[src/rtl/trace_item_packer.sv]
// ---------------------------------------------------------------------------
// trace_item_packer
//
// Consumes the trace filter's keep/drop decision for every retired
// instruction. Dropped instructions only bump a saturating gap counter; kept
// instructions are packed into a trace item and queued in a
// first-word-fall-through FIFO. The downstream DMA/host path drains the FIFO
// over a valid/ready stream handshake.
//
// Item layout, MSB to LSB:
//    [timestamp (32b, optional)] lost | gap | pc | instr
//
// Optional feature macro: TRACE_ITEM_PACKER_TIMESTAMP_EN
//    When defined, a free-running 32-bit cycle counter is sampled into the top
//    32 bits of every item. When undefined, there is no counter and no field.
//
// Ports:
//    clk            single clock, rising edge
//    rst            synchronous active-high reset
//    en             enable for sampling; low freezes the gap counter
//    pc_valid       pc / instr / drop_instr are valid this cycle
//    pc             PC of the sampled instruction
//    instr          sampled instruction word
//    drop_instr     1 = discard (counted in gap), 0 = keep
//    m_tdata        head item of the FIFO
//    m_tvalid       FIFO not empty
//    m_tready       downstream accepts the head item
//    fifo_level     current FIFO occupancy
//    overflow_count kept items lost to a full FIFO, saturating
// ---------------------------------------------------------------------------
module trace_item_packer #(
   parameter int PC_WIDTH    = 64,
   parameter int INSTR_WIDTH = 32,
   parameter int GAP_WIDTH   = 16,
   parameter int FIFO_DEPTH  = 16,
`ifdef TRACE_ITEM_PACKER_TIMESTAMP_EN
   localparam int TS_WIDTH   = 32,
`else
   localparam int TS_WIDTH   = 0,
`endif
   localparam int ITEM_W     = TS_WIDTH + 1 + GAP_WIDTH + PC_WIDTH + INSTR_WIDTH,
   localparam int LEVEL_W    = $clog2(FIFO_DEPTH) + 1
) (
   input  logic                   clk,
   input  logic                   rst,
   input  logic                   en,
   input  logic                   pc_valid,
   input  logic [PC_WIDTH-1:0]    pc,
   input  logic [INSTR_WIDTH-1:0] instr,
   input  logic                   drop_instr,
   output logic [ITEM_W-1:0]      m_tdata,
   output logic                   m_tvalid,
   input  logic                   m_tready,
   output logic [LEVEL_W-1:0]     fifo_level,
   output logic [31:0]            overflow_count
);

   localparam int PTR_W = $clog2(FIFO_DEPTH);

   logic [ITEM_W-1:0]    mem [FIFO_DEPTH];
   logic [PTR_W-1:0]     wr_ptr;
   logic [PTR_W-1:0]     rd_ptr;
   logic [LEVEL_W-1:0]   level_q;
   logic [GAP_WIDTH-1:0] gap_q;
   logic [GAP_WIDTH-1:0] gap_d;
   logic                 lost_pending_q;
   logic [31:0]          overflow_q;
   logic [ITEM_W-1:0]    item;

   logic sample_ev;
   logic drop_ev;
   logic keep_ev;
   logic pop;
   logic full;
   logic space;
   logic push;
   logic lost_ev;

   // Event decode. A full FIFO still has room for a new item when the head is
   // leaving on the same edge, so push and pop can both happen at full level.
   always_comb begin
      sample_ev = en && pc_valid;
      drop_ev   = sample_ev && drop_instr;
      keep_ev   = sample_ev && !drop_instr;
      pop       = m_tvalid && m_tready;
      full      = (level_q == LEVEL_W'(FIFO_DEPTH));
      space     = !full || pop;
      push      = keep_ev && space;
      lost_ev   = keep_ev && !space;
   end

`ifdef TRACE_ITEM_PACKER_TIMESTAMP_EN
   logic [31:0] ts_q;

   // Free-running cycle counter; wraps naturally at 2^32.
   always_ff @(posedge clk) begin
      if (rst) begin
         ts_q <= '0;
      end else begin
         ts_q <= ts_q + 32'd1;
      end
   end

   // Item assembly with the timestamp in the top bits.
   always_comb begin
      item = {ts_q, lost_pending_q, gap_q, pc, instr};
   end
`else
   // Item assembly without a timestamp field.
   always_comb begin
      item = {lost_pending_q, gap_q, pc, instr};
   end
`endif

   // Next gap value. A lost keep counts as a skipped instruction just like a
   // dropped one, so both saturate-increment; a successful push starts a new
   // gap from zero. With en low nothing here changes.
   always_comb begin
      gap_d = gap_q;
      if (drop_ev || lost_ev) begin
         if (gap_q != '1) begin
            gap_d = gap_q + GAP_WIDTH'(1);
         end
      end else if (push) begin
         gap_d = '0;
      end
   end

   // Storage array. It carries no reset: entries are only visible once the
   // level says they were written.
   always_ff @(posedge clk) begin
      if (push) begin
         mem[wr_ptr] <= item;
      end
   end

   // Pointers, occupancy, gap/lost bookkeeping and the overflow counter.
   // Pointers wrap modulo the power-of-two depth; the separate level counter
   // is what tells full from empty.
   always_ff @(posedge clk) begin
      if (rst) begin
         wr_ptr         <= '0;
         rd_ptr         <= '0;
         level_q        <= '0;
         gap_q          <= '0;
         lost_pending_q <= 1'b0;
         overflow_q     <= '0;
      end else begin
         gap_q <= gap_d;
         if (push) begin
            wr_ptr         <= wr_ptr + PTR_W'(1);
            lost_pending_q <= 1'b0;
         end else if (lost_ev) begin
            lost_pending_q <= 1'b1;
         end
         if (pop) begin
            rd_ptr <= rd_ptr + PTR_W'(1);
         end
         if (push && !pop) begin
            level_q <= level_q + LEVEL_W'(1);
         end else if (pop && !push) begin
            level_q <= level_q - LEVEL_W'(1);
         end
         if (lost_ev && (overflow_q != '1)) begin
            overflow_q <= overflow_q + 32'd1;
         end
      end
   end

   // First-word-fall-through read side: the head entry is always presented.
   always_comb begin
      m_tdata        = mem[rd_ptr];
      m_tvalid       = (level_q != '0);
      fifo_level     = level_q;
      overflow_count = overflow_q;
   end

endmodule

[config.mk]
export PLATFORM = sky130hd
export DESIGN_NAME = trace_item_packer
export DESIGN_NICKNAME = d
export VERILOG_FILES = /design/src/rtl/trace_item_packer.sv
export SDC_FILE = /design/constraint.sdc
export NUM_CORES = 1
export LEC_CHECK = 0
export CORE_UTILIZATION = 55
export CTS_CLUSTER_SIZE = 8
export DETAILED_ROUTE_END_ITERATION = 7
export MAX_ROUTING_LAYER = met4
export PLACE_DENSITY = 0.76
export SLEW_MARGIN = 0
export SYNTH_ARGS = -nofsm -noshare
export SYNTH_HDL_FRONTEND = slang
export SYNTH_SLANG_ARGS = --single-unit
[constraint.sdc]
create_clock -name clk -period 31.6 [get_ports clk]
set_clock_uncertainty 0.05 [all_clocks]
set_input_delay 6.32 -clock clk [delete_from_list [all_inputs] [get_ports clk]]
set_output_delay 6.32 -clock clk [all_outputs]
set_load 0.02 [all_outputs]
==> flow_metrics.env, run 1 <==
export IMPL_status="complete, no violations"
export IMPL_clk_pin_slew_ns=0.05
export IMPL_totalWireLength_um=177000
export IMPL_cts_made_buffers=284
export IMPL_die_area_um2=130000
export IMPL_routabilityCongestion=0.821
export IMPL_synth_most_common_cell="edfxtp_1"
export IMPL_multiInputGateArea_um2=14900
export IMPL_cts_root_buffer="clkbuf_16"
export IMPL_synth_seq_area_share_pct=78.4
export IMPL_io_buffers=252
export IMPL_clk_latency_ns=0.90
export IMPL_dieWidth_um=361
export IMPL_initial_core_util_pct=55.5
export IMPL_p_total_uw=6420
export IMPL_final_min_clock_period_ns=12.85
export IMPL_switching_share_pct=23.7
export IMPL_dp_cells=4762
export IMPL_ys_ff_latch=1874
export IMPL_power_density_nw_per_um2=77.2
export IMPL_crit_path_frequent_cell="buf_4"
export IMPL_ff_latch_area_um2=55600
export IMPL_setup_viol=0
export IMPL_p_leak_uw=0.0254
export IMPL_route_detailed_drc=0
export IMPL_cts_setup_buffers=0
export IMPL_num_rows=131
export IMPL_clkSinkCount=1874
export IMPL_whs_path_depth=2
export IMPL_critPathTopFamily="buffers and inverters"
export IMPL_cp_slowest_stage_delay_ns=1.03
export IMPL_drtIter0Drc=4787
export IMPL_hold_class="reg2reg"
export IMPL_syn2layout_area_growth_pct=17.2
export IMPL_htree_levels=5
export IMPL_track_usage_pct=27.9
export IMPL_synth_warnings=0
export IMPL_postLayoutCellArea_um2=83200
export IMPL_core_um2=128000
export IMPL_cp_end_kind="output pin"
export IMPL_cts_hold_buf=0
export IMPL_critPathMaxFanout=79
export IMPL_grt_max_degree=129
export IMPL_antenna_found_initial=13
export IMPL_min_from="overflow_count[18]"
export IMPL_slew_headroom_pct=14.2
export IMPL_peakVddDrop_uv=71.9
export IMPL_crit_buf_inv=4
export IMPL_cp_slowest_cell="buf_4"
export IMPL_ys_async_sr_fraction_pct=0
export IMPL_hold_viol=0
export IMPL_tns_ns=0
export IMPL_synth_edf_count=1808
export IMPL_tightest_slew_ns=1.28
export IMPL_place_hpwl_um=78900
export IMPL_instances_no_fill=5111
export IMPL_fill_cells=7618
export IMPL_placed_area_um2=75600
export IMPL_grt_pass1_wl_um=253000
export IMPL_synth_top_flop_cell="edfxtp_1"
export IMPL_drt_antenna_violating_nets=0
export IMPL_synth_area_top_cells="edfxtp_1 77%, mux4_2 18%, dfxtp_1 1.9%, clkbuf_1 0.58%, a21oi_1 0.33%"
export IMPL_rr_worst_depth=7
export IMPL_rr_endpoint="mem[7][93]"
export IMPL_worstPathCellList="buf_4 -> buf_4 -> buf_4 -> mux4_2 -> mux4_2 -> clkdlybuf4s50_1"
export IMPL_die_y_um=361
export IMPL_grt_ovfl_total=0
export IMPL_via_count=34400
export IMPL_syn_inst=2932
export IMPL_pwr_share_comb_pct=15.9
export IMPL_cp_arrival_ns=6.48
export IMPL_p_clk_share_pct=40.9
export IMPL_synthTopCellsByCount="1808 x edfxtp_1, 565 x mux4_2, 109 x clkbuf_1"
export IMPL_intPower_uw=4900
export IMPL_num_nets_final=3500
export IMPL_grt_pass1_vias=36600
export IMPL_syn_cell_area_um2=71000
export IMPL_synth_top_area_cell="edfxtp_1"
export IMPL_r2r_start="fifo_level[1]"
export IMPL_drive_gt1_share_pct=27.9
export IMPL_cp_data_required_time_ns=25.23
export IMPL_ff2ff_setup_slack_ns=27.46
export IMPL_synth_cell_types=50
export IMPL_fmax_ghz=0.0778
export IMPL_tritoncts="built"
export IMPL_syn_mean_instance_area_um2=24.2
export IMPL_drtPass1Iterations=5
export IMPL_ios=253
export IMPL_cts_resized=0
export IMPL_startpoint_type="flip-flop"
export IMPL_worstSetupPathType="reg2out"
export IMPL_synth_nets=3046
export IMPL_power_frac_seq_pct=43.2
export IMPL_final_max_slew_viol_count=0
export IMPL_min_to="overflow_count[18]"
export IMPL_synthDominantCellAreaShare_pct=76.5
export IMPL_clockBufferDepth=4
export IMPL_viasPerCell=6.73
export IMPL_p_sw_uw=1520
export IMPL_cap_violations=0
export IMPL_finalCritPeriodShare_pct=40.7
export IMPL_rsz0062_at_grt="no"
export IMPL_routedWlPerCell_um=34.6
==> area by class of cell <==
class / instances / share of cell area, %
diodes: 18 / 0.0542
clock buffers: 327 / 8.96
clock inverters: 4 / 0.0511
inverters: 14 / 0.0632
multi-input cells: 898 / 17.9
flip-flops and latches: 1874 / 66.9
well taps: 1662 / 2.50
repair buffers: 314 / 3.62
==> state kept, by name, summed over array words and instances (netlist names), named ones only <==
signal	cells
gap_q	16
wr_ptr	4
rd_ptr	4
fifo_level	5
lost_pending_q	1
overflow_count	32
mem	1808
==> metrics by stage <==
stage          hold WS [ns]  utilization, %  setup slack [ns]
3_5_place_dp          0.449            59.2             19.69
5_1_grt               0.484            65.0             18.40
6_report              0.458            65.1             18.75
4_1_cts               0.459            65.0             18.65
2_1_floorplan         0.418               -             15.96
3_3_place_gp          0.423            59.2             19.74
==> worst max path at each step <==
stage	end	slack [ns]	depth (start not counted)
6_report	m_tdata[31]	18.75	6
4_1_cts	m_tdata[62]	18.65	6
2_1_floorplan	mem[0][0]	15.96	5
3_3_place_gp	m_tdata[62]	19.74	6
3_5_place_dp	m_tdata[80]	19.69	6
5_1_grt	m_tdata[62]	18.40	6
==> routing by layer <==
metal  global-route usage [%]  part of all wire, %  vias to the layer above
li1                         -                    -                    13500
met1                     34.3                   35                    18200
met2                     46.7                   52                     2338
met3                     6.52                  9.8                      342
met4                     7.78                  2.4                        0
met5                        -                    0                        -
==> worst register-to-register path, delay by kind of cell, from the launching register on <==
kind | cells | cell delay, ns
flip-flops | 1 | 0.46
AO/OA/AOI/OAI | 1 | 0.16
AND/OR/NAND/NOR | 3 | 1.39
buffers and inverters | 3 | 1.66
==> cells by family after synthesis <==
| family | Yosys count | synth area share, % |
|---|---|---|
| AOI/OAI and AO/OA | 105 | 0.868 |
| and+or+nand+nor | 199 | 1.53 |
| buffers and inverters | 160 | 0.850 |
| DFF | 1874 | 78.4 |
| adders and majority gates | 12 | 0.222 |
| xor gates and xnor gates | 15 | 0.185 |
| muxes | 567 | 18.0 |
==> power by group through the flow <==
stage	combinational, uW	sequential, uW	clock, uW
2_1_floorplan	715	2800	0
3_3_place_gp	983	2820	0
3_5_place_dp	1010	2820	0
4_1_cts	1040	2770	2650
5_1_grt	1080	2770	2740
6_report	1020	2770	2630
==> cell usage in the layout, fill, tap and decap left out, types with 11 or more instances in the layout <==
cell                n
o31ai_1            12
nand2_1            26
nor2_1             33
buf_4              60
diode_2            18
edfxtp_1         1808
or3_1              21
nor2_4             12
dfxtp_1            62
clkbuf_1           34
mux4_2            565
nand4_1            17
o21ai_0            24
inv_1              14
nand3_1            17
a21oi_1            47
clkdlybuf4s50_1   251
clkbuf_16         292
or4_1              20
ha_1               11
(Power assumes the default switching activity.)
==> run 2: changes to the inputs <==
--- a/config.mk
+++ b/config.mk
@@ -9,7 +9,7 @@
 export CTS_CLUSTER_SIZE = 8
 export DETAILED_ROUTE_END_ITERATION = 7
 export MAX_ROUTING_LAYER = met4
-export PLACE_DENSITY = 0.76
+export PLACE_DENSITY = 0.79
 export SLEW_MARGIN = 0
 export SYNTH_ARGS = -nofsm -noshare
 export SYNTH_HDL_FRONTEND = slang
==> constraint.sdc (replaced) <==
create_clock -name clk -period 11.5 [get_ports clk]
set_clock_uncertainty 0.05 [all_clocks]
set_input_delay 2.3 -clock clk [delete_from_list [all_inputs] [get_ports clk]]
set_output_delay 2.3 -clock clk [all_outputs]
set_load 0.02 [all_outputs]
==> flow_metrics.env, run 2 (synthesis gave the netlist of run 1 again) <==
export IMPL_status="complete, no violations"
export IMPL_htree_levels=5
export IMPL_routedWlPerCell_um=33.4
export IMPL_pwr_share_comb_pct=16.0
export IMPL_dieWidth_um=361
export IMPL_power_frac_seq_pct=43.1
export IMPL_cts_root_buffer="clkbuf_16"
export IMPL_worstSetupPathType="reg2out"
export IMPL_final_cell_mix="1808 x edfxtp_1, 565 x mux4_2, 291 x clkbuf_16, 251 x clkdlybuf4s50_1, 62 x dfxtp_1"
export IMPL_rsz0062_at_grt="no"
export IMPL_initial_core_util_pct=55.5
export IMPL_ios=253
export IMPL_switching_share_pct=23.5
export IMPL_post_place_ws_ns=4.94
export IMPL_num_rows=131
export IMPL_tightest_slew_ns=1.30
export IMPL_met3_usage_pct=7.90
export IMPL_p_clk_share_pct=40.9
export IMPL_grt_pass1_vias=36000
export IMPL_die_area_um2=130000
export IMPL_holdWs_ns=0.442
export IMPL_tns_ns=0
export IMPL_drt_antenna_violating_nets=0
export IMPL_drive_gt1_share_pct=27.6
export IMPL_largest_register="mem"
export IMPL_finalCritPeriodShare_pct=65.0
export IMPL_cp_end_kind="output pin"
export IMPL_cts_resized=0
export IMPL_clockBufferDepth=4
export IMPL_clk_latency_ns=0.89
export IMPL_p_leak_uw=0.0253
export IMPL_grt_ovfl_total=0
export IMPL_critPathMaxFanout=105
export IMPL_setup_viol=0
export IMPL_startpoint_type="flip-flop"
export IMPL_hold_class="reg2reg"
export IMPL_final_min_clock_period_ns=7.47
export IMPL_slew_headroom_pct=13.4
export IMPL_clk_pin_slew_ns=0.05
export IMPL_antenna_found_initial=27
export IMPL_grt_pass1_wl_um=249000
export IMPL_tritoncts="built"
export IMPL_final_max_slew_viol_count=0
export IMPL_cap_violations=0
export IMPL_routabilityCongestion=0.769
export IMPL_drtPass1Iterations=8
export IMPL_via_count=33900
export IMPL_p_total_uw=17600
export IMPL_die_y_um=361
export IMPL_clkSinkCount=1874
export IMPL_final_common_cell="edfxtp_1"
export IMPL_top_usage_layer="met2"
export IMPL_place_hpwl_um=74400
export IMPL_cts_setup_buffers=0
export IMPL_power_density_nw_per_um2=212
export IMPL_critPathTopFamily="buffers and inverters"
export IMPL_track_usage_pct=27.6
export IMPL_worstPathCellList="buf_12 -> buf_12 -> mux4_2 -> mux4_2 -> clkdlybuf4s50_1"
export IMPL_cts_made_buffers=284
export IMPL_totalWireLength_um=171000
export IMPL_grt_max_degree=158
export IMPL_largest_reg_flops=1808
export IMPL_intPower_uw=13500
export IMPL_instances_no_fill=5106
export IMPL_crit_buf_inv=3
export IMPL_hold_viol=0
export IMPL_core_um2=128000
export IMPL_cp_arrival_ns=5.12
export IMPL_drtIter0Drc=4479
export IMPL_timing_final_ws_setup_ns=4.03
export IMPL_syn2layout_area_growth_pct=17.3
export IMPL_cts_hold_buf=0
export IMPL_viasPerCell=6.64
export IMPL_grt_use_met1_pct=35.4
export IMPL_num_nets_final=3485
export IMPL_dp_cells=4747
export IMPL_cp_slowest_cell="clkdlybuf4s50_1"
export IMPL_route_detailed_drc=0
export IMPL_cp_slowest_stage_delay_ns=0.76
export IMPL_peakVddDrop_uv=146
export IMPL_cp_data_required_time_ns=9.15
export IMPL_p_sw_uw=4150
export IMPL_fmax_ghz=0.134
export IMPL_use_met2_pct=43.0
export IMPL_io_buffers=252
## run 2: cell types whose count changed in the layout (fill, tap and decap cells not counted), sizes merged
cell,delta
buf,-15
bufinv,+1
clkbuf,-3
diode,+11
inv,+1
## run 2: layer usage
metal / routed length (um) / vias to the layer above
li1: - / 13500
met1: 63000 / 18000
met2: 85400 / 2091
met3: 17800 / 305
met4: 4370 / 0
met5: 0 / -
## run 2: power groups by stage
stage | Combinational (uW) | Sequential, uW | Clock, uW
after floorplan | 1960 | 7680 | 0
after global placement | 2770 | 7720 | 0
after detailed placement | 2790 | 7720 | 0
after CTS | 2860 | 7600 | 7290
after global routing | 2980 | 7600 | 7570
final | 2820 | 7600 | 7200
## run 2: cell type report
| type | instances | area (um2) |
|---|---|---|
| Timing Repair Buffer | 299 | 3070 |
| Multi-Input combinational cell | 898 | 14900 |
| Clock buffer | 324 | 7410 |
| Sequential cell | 1874 | 55600 |
| Clock inverter | 6 | 68.8 |
| Tap cell | 1662 | 2080 |
| Antenna cell | 29 | 72.6 |
| Inverter | 14 | 52.6 |
| Fill cell | 7707 | 44600 |
## run 2: metrics by stage
step / util, % / area, um2
floorplan: - / 71000
global placement: 59.2 / 75700
detailed placement: 59.2 / 75700
CTS: 65.1 / 83200
global route: 65.1 / 83200
finish: 65.1 / 83300
## run 2: worst paths after layout
path                                    start      endpoint  slack [ns]  cells after the start
worst max register to register  fifo_level[0]    mem[3][45]        7.78                      7
worst max-delay path                flip-flop  m_tdata[101]        4.03                      5
worst min register to register      rd_ptr[1]     flip-flop        0.44                      2
worst min-delay path                rd_ptr[1]     flip-flop        0.44                      2
## run 2: worst reg2reg max path, delay by kind of cell (launching register included)
| family | cells | cell delay (ns) |
|---|---|---|
| AND/OR/NAND/NOR | 3 | 1.12 |
| flip-flops | 1 | 0.44 |
| AO/OA/AOI/OAI | 1 | 0.15 |
| buffers and inverters | 3 | 1.56 |
